File: config.mk
export PLATFORM = sky130hd
export DESIGN_NAME = dmem_access_unit
export DESIGN_NICKNAME = d
export VERILOG_FILES = /design/src/rtl/dmem_access_unit.sv
export SDC_FILE = /design/constraint.sdc
export NUM_CORES = 1
export LEC_CHECK = 0
export ABC_AREA = 1
export BUFFER_PORTS_ARGS = -buffer_cell sky130_fd_sc_hd__buf_2
export CORE_AREA = 5 5 104 106
export DETAILED_ROUTE_END_ITERATION = 8
export DIE_AREA = 0 0 109 111
export PLACE_DENSITY = 0.85
export SLEW_MARGIN = 10
export SYNTH_ARGS = -nofsm -noshare
export SYNTH_HDL_FRONTEND = slang
export SYNTH_SLANG_ARGS = --single-unit
File: constraint.sdc
create_clock -name clk -period 5.95 [get_ports clk]
set_input_delay 1.19 -clock clk [delete_from_list [all_inputs] [get_ports clk]]
set_output_delay 1.19 -clock clk [all_outputs]
set_load 0.1 [all_outputs]
File: src/rtl/dmem_access_unit.sv
// Load/store sequencer between the MEM stage and a valid/ready data memory port.
// Optional macro MISALIGN_TRAP_EN adds misalign_o and suppresses misaligned H/W accesses.
module dmem_access_unit (
  input  logic        clk,
  input  logic        rst_n,
  input  logic        MEM_MemRead_i,
  input  logic        MEM_MemWrite_i,
  input  logic [2:0]  MEM_funct3_i,
  input  logic [31:0] MEM_addr_i,
  input  logic [31:0] MEM_wdata_i,
  output logic        mem_req_valid_o,
  input  logic        mem_req_ready_i,
  output logic        mem_req_we_o,
  output logic [31:0] mem_req_addr_o,
  output logic [31:0] mem_req_wdata_o,
  output logic [3:0]  mem_req_be_o,
  input  logic        mem_rsp_valid_i,
  input  logic [31:0] mem_rsp_rdata_i,
  output logic [31:0] MEM_rdata_o,
`ifdef MISALIGN_TRAP_EN
  output logic        misalign_o,
`endif
  output logic        MEM_stall_o
);

  localparam logic [1:0] IDLE = 2'd0;
  localparam logic [1:0] REQ  = 2'd1;
  localparam logic [1:0] WAIT = 2'd2;
  localparam logic [1:0] DONE = 2'd3;

  logic [1:0]  state_reg, state_next;
  logic [31:0] addr_reg;
  logic [2:0]  funct3_reg;
  logic [31:0] wdata_reg;
  logic        load_reg;
  logic [31:0] rdata_reg;

  logic        access;
  logic        misalign_hit;
  logic        byte_sz, half_sz, word_sz, sign_ext;
  logic [7:0]  rsp_byte;
  logic [15:0] rsp_half;
  logic [31:0] load_ext;

  assign access = MEM_MemRead_i | MEM_MemWrite_i;

  // Reserved funct3 encodings (x11, 110) fall through to word accesses.
  assign byte_sz  = (funct3_reg[1:0] == 2'b00);
  assign half_sz  = (funct3_reg[1:0] == 2'b01);
  assign word_sz  = funct3_reg[1];
  assign sign_ext = ~funct3_reg[2];

  always_comb begin
    misalign_hit = 1'b0;
`ifdef MISALIGN_TRAP_EN
    if (MEM_funct3_i[1:0] == 2'b01)
      misalign_hit = MEM_addr_i[0];
    else if (MEM_funct3_i[1])
      misalign_hit = |MEM_addr_i[1:0];
`endif
  end

  always_comb begin
    state_next = state_reg;
    case (state_reg)
      IDLE: if (access) state_next = misalign_hit ? DONE : REQ;
      REQ:  if (mem_req_ready_i) state_next = load_reg ? WAIT : DONE;
      WAIT: if (mem_rsp_valid_i) state_next = DONE;
      DONE: state_next = IDLE;
      default: state_next = IDLE;
    endcase
  end

  // Request fields come only from captured registers, so they stay frozen while REQ waits.
  assign mem_req_valid_o = (state_reg == REQ);
  assign mem_req_we_o    = ~load_reg;
  assign mem_req_addr_o  = {addr_reg[31:2], 2'b00};
  assign mem_req_wdata_o = byte_sz ? {4{wdata_reg[7:0]}} :
                           half_sz ? {2{wdata_reg[15:0]}} : wdata_reg;

  generate
    for (genvar gi = 0; gi < 4; gi++) begin : g_lane
      localparam logic [1:0] LANE = 2'(gi);
      assign mem_req_be_o[gi] = word_sz
                              | (half_sz & (LANE[1] == addr_reg[1]))
                              | (byte_sz & (LANE == addr_reg[1:0]));
    end
  endgenerate

  always_comb begin
    case (addr_reg[1:0])
      2'd0:    rsp_byte = mem_rsp_rdata_i[7:0];
      2'd1:    rsp_byte = mem_rsp_rdata_i[15:8];
      2'd2:    rsp_byte = mem_rsp_rdata_i[23:16];
      default: rsp_byte = mem_rsp_rdata_i[31:24];
    endcase
    rsp_half = addr_reg[1] ? mem_rsp_rdata_i[31:16] : mem_rsp_rdata_i[15:0];
    if (byte_sz)
      load_ext = {{24{sign_ext & rsp_byte[7]}}, rsp_byte};
    else if (half_sz)
      load_ext = {{16{sign_ext & rsp_half[15]}}, rsp_half};
    else
      load_ext = mem_rsp_rdata_i;
  end

  assign MEM_stall_o = ((state_reg == IDLE) & access) | (state_reg == REQ) | (state_reg == WAIT);
  assign MEM_rdata_o = rdata_reg;

  always_ff @(posedge clk) begin
    if (!rst_n) begin
      state_reg <= IDLE;
      rdata_reg <= 32'd0;
    end else begin
      state_reg <= state_next;
      if ((state_reg == WAIT) && mem_rsp_valid_i)
        rdata_reg <= load_ext;
    end
  end

  // Capture happens only in IDLE; DONE never re-samples the still-held MEM inputs.
  always_ff @(posedge clk) begin
    if ((state_reg == IDLE) && access) begin
      addr_reg   <= MEM_addr_i;
      funct3_reg <= MEM_funct3_i;
      wdata_reg  <= MEM_wdata_i;
      load_reg   <= MEM_MemRead_i;
    end
  end

`ifdef MISALIGN_TRAP_EN
  logic misalign_reg;

  always_ff @(posedge clk) begin
    if (!rst_n)
      misalign_reg <= 1'b0;
    else
      misalign_reg <= (state_reg == IDLE) & access & misalign_hit;
  end

  assign misalign_o = misalign_reg;
`endif

endmodule

Word-level counts from Yosys, hierarchy flattened:

Cells that the tools add are included.

* register bits after elaboration: 102
* bits in latches: 0
* bits in writable memories: 0
* ROM bits: 0
* input port bits: 105
* memories: 0

* add/subtract/negate cells: 0
* $mul: 0
* divide/modulo/power cells: 0
* order comparisons: 0
* equality and inequality tests: 12
* shift operators: 0
* multiplexer cells: 11
* bitwise operators: 21
* reductions and logical operators: 6

Operators with widths (number)
* $mux 32: 4
* $pmux 8 s3: 1
* $mux 16: 1
* $and 1x1->1: 9
* $or 1x1->1: 9
* $pmux 2 s4: 1
* $eq 2x1->1 const B: 3
* $eq 2x2->1 const B: 3
* $logic_not 2->1: 3
* $mux 2: 3
* $eq 2x2->1 const A: 2
* $ne 2x2->1 const B: 2
* $not 1->1: 3
* $reduce_and 3->1: 1
* $eq 1x2->1 const A: 1
* $logic_and 1x1->1: 2
* $ne 2x1->1 const B: 1
* $mux 1: 1

Depth between registers and ports, before layout:

* word-level depth: 4
* depth in mapped cells: 10

Least setup slack after synthesis:

No wires, ideal clock.

* path kind: input -> output
* from: input port MEM_MemWrite_i
* to: output port MEM_stall_o
* data arrival time: 3.563 ns
* required time: 4.760 ns
* slack: 1.197 ns
* cell stages on the path: 3
* buffers on the path: 0
* cells stage by stage: o21a_1 nor2_1 nand2_1

* word-level cells in the longest chain between the ends: 4

RTL lines
* start, declared: line 7 `input logic MEM_MemWrite_i,`
* $or 1x1->1: line 45 `assign access = MEM_MemRead_i | MEM_MemWrite_i;`
* $and 1x1->1: line 106 `assign MEM_stall_o = ((state_reg == IDLE) & access) | (state_reg == REQ) | (state_reg == WAIT);`
* $or 1x1->1 (2 in a row): line 106
* end, declared: line 23 `output logic MEM_stall_o`

Every way passes these cells.

Final worst setup path:

* from: register funct3_reg[1]
* to: output port mem_req_wdata_o[10]

* word-level cells in the longest chain between the ends: 2

RTL lines
* start, declared: line 33 `logic [2:0] funct3_reg;`
* start signal, assigned: line 124 `funct3_reg <= MEM_funct3_i;`
* $logic_not 2->1: line 48 `assign byte_sz = (funct3_reg[1:0] == 2'b00);`
* $mux 32: line 78 `assign mem_req_wdata_o = byte_sz ? {4{wdata_reg[7:0]}} :`
* end, declared: line 15 `output logic [31:0] mem_req_wdata_o,`

Every way passes these cells.

==> flow_summary_export.csv <==
group,metric,value,unit
worst_setup_path,crit_path_max_fanout,36,
global_route,initial_antenna_violation_count,0,
clock_network,tritoncts.num_buffers,9,
placed_design,detailedPlacementHpwl,11200,µm
timing,period_needed,4.06,ns
placed_design,dpl_cell_area,5780,µm²
cells_and_area,finalCoreUtilization,0.618,
worst_setup_path,worst_ep_arrival,2.87,ns
global_route,overflow,0,
floorplan,floorplan.die.width,109,µm
worst_setup_path,critical_path.startpoint,"funct3_reg[1]",
timing,setup-tns-final,0,ns
run,cap_viol_max_count,0,
worst_setup_path,crit_path_start_kind,"flip-flop",
timing,fmax,246,MHz
cells_and_area,post_route_cells_drive_above_1_share,0.342,
synth,ys_warn_count,0,
timing,finalCritPeriodShare,0.683,
drt,dr.pass1.iters,5,
clock_network,htreeDepth,3,
worst_setup_path,worst-setup-path-type,"flip-flop to primary output",
synth,netlist_area,4990,µm²
clock_network,clock_sink_count,102,
synth,yosysSeqAreaShare,0.546,
placed_design,io_buffers,205,
drt,postRouteAntennaNets,0,
synth,synth_cell_type_count,28,
synth,ys_seq_elements,102,
status,outcome,"finished, final reports clean",
cells_and_area,layout.nets,833,
min_path,min-delay-path-class,"flip-flop to flip-flop",
drt,totalWireLength,14400,µm
worst_setup_path,worst_setup_ep_type,"primary output",
timing,relative_slew_slack,0.442,
clock_network,ctsResizeCount,0,
drt,dr_total_vias,4361,
clock_network,cts.path.max_buffers,2,
clock_network,tritoncts_clock_tree,"built",
clock_network,insertion_delay,0.37,ns
global_route,grt_util_all_layers,0.241,
clock_network,postCtsSetupBuffers,0,
drt,drc,0,
global_route,grt_start_max_net_pins,69,
timing,finClkSkew,0.0109,ns
floorplan,core_area,9680,µm²
timing,grt_setup_unrepaired,"false",
clock_network,cts.clk_slew.worst_paths,0.10,ns
floorplan,floorplan.initialDensity,0.515,
cells_and_area,final_area,5990,µm²
floorplan,fp.dieH,111,µm
clock_network,cts.root.buffer_cell,"clkbuf_8",
synth,count_of_mapped_cells_out_of_synthesis,566,
timing,transition_time_at_the_pin_with_the_least_slew_margin,0.838,ns
worst_setup_path,crit_required,4.76,ns
timing,report.final.setup_viol,0,
global_route,global_route_wire_length_before_repair,22400,µm
drt,viasPerCell,5.07,
cells_and_area,antenna-diode-count,0,
timing,hold_viol,0,
min_path,hold_path.startpoint,"MEM_rdata_o[13]",
placed_design,gpl.final_weighted_congestion,0.938,
global_route,grt_pass1_vias,4336,
floorplan,io_pins,208,
clock_network,hold_buffers,0,
cells_and_area,relative_area_change_from_synthesis_to_final_layout,20.0,%
drt,drt_iter0_markers,221,
drt,wire_per_inst,16.7,µm
floorplan,fp.dieArea,12100,µm²
synth,syn-mean-instance-area,8.82,µm²
timing,drv_slew,0,
worst_setup_path,crit-reg2reg-launch,"funct3_reg[1]",
floorplan,row_count,36,
metal layers:
layer  vias to the layer above  GRT usage  routed length, µm
met2                       202      0.395               7030
met1                      2017      0.284               5310
met4                         0      0.111                540
li1                       2104          -                  -
met3                        38     0.0792               1510
met5                         -          0                  0
cell families (layout without fill, tap and decap cells):
group,Yosys count,count (layout),share of synthesized area
flops,102,102,0.545
buf+inv,122,283,0.132
simple gates,258,258,0.221
other cells,1,2,0.000751
compound gates,79,79,0.0907
fa+ha+maj,4,4,0.0100
worst max-delay path, cell delays in order (launching register included):
cell and delay, ns:
edfxtp_1 0.34, buf_4 0.34, inv_2 0.20, nand2_2 0.42, inv_1 0.38, o21ai_0 0.30, buf_2 0.49
area by class of cell:
cell class | count | area, µm²
clock buffers | 9 | 124
clock inverters | 6 | 86.3
fillers | 878 | 3690
inverters | 60 | 225
multi-input cells | 343 | 1620
flip-flops and latches | 102 | 2720
well taps | 133 | 166
repair buffers | 208 | 1050
synth_stat cells:
cell        n  area, µm²
inv_2       3       11.3
o21a_1      1       7.51
o21ai_0    44        220
nand2_2     4       25.0
nand3_4     3       52.6
ha_1        4       50.1
nand3_1    39        195
nor2_2      2       12.5
clkinv_1    1       3.75
buf_2       6       30.0
buf_4      42        315
dfxtp_1    34        681
clkbuf_4    1       7.51
edfxtp_1   68       2040
nor2_1     55        206
nor2_4      2       22.5
a21oi_2    10       87.6
clkbuf_1    8       30.0
nand3_2     2       20.0
nand3b_1    1       7.51
buf_1       1       3.75
inv_1      56        210
nand2_1   150        563
conb_1      1       3.75
a21oi_1    16       80.1
o21ai_1     1       5.00
buf_6       4       45.0
o211ai_1    7       52.6
path summary, 6_finish.rpt:
check	end	slack, ns	cells past startpoint
worst max-delay path	mem_req_wdata_o[10]	1.89	6
worst min-delay path	MEM_rdata_o[13]	0.53	2
worst max register to register	MEM_rdata_o[19]	3.80	6
worst min register to register	MEM_rdata_o[13]	0.53	2
layout by cell type, fill, tap and decap left out, types with 4 or more instances in the layout:
| cell type | count |
|---|---|
| buf_2 | 205 |
| nand2_1 | 150 |
| edfxtp_1 | 68 |
| inv_1 | 56 |
| nor2_1 | 55 |
| o21ai_0 | 44 |
| nand3_1 | 39 |
| dfxtp_1 | 34 |
| a21oi_1 | 16 |
| a21oi_2 | 10 |
| clkbuf_8 | 9 |
| o211ai_1 | 7 |
| nand2_2 | 4 |
| ha_1 | 4 |
per-stage QoR:
stage | instances | hold WS (ns) | setup slack [ns]
6_report | 861 | 0.534 | 1.89
5_1_grt | 861 | 0.581 | 1.72
4_1_cts | 861 | 0.534 | 1.90
3_5_place_dp | 846 | 0.510 | 2.31
3_3_place_gp | 846 | 0.504 | 2.45
2_1_floorplan | 567 | 0.485 | 1.20
Power is left out: the tool's default activity adds up to more than one toggle a clock period on the data nets, which glitch-free logic cannot reach.
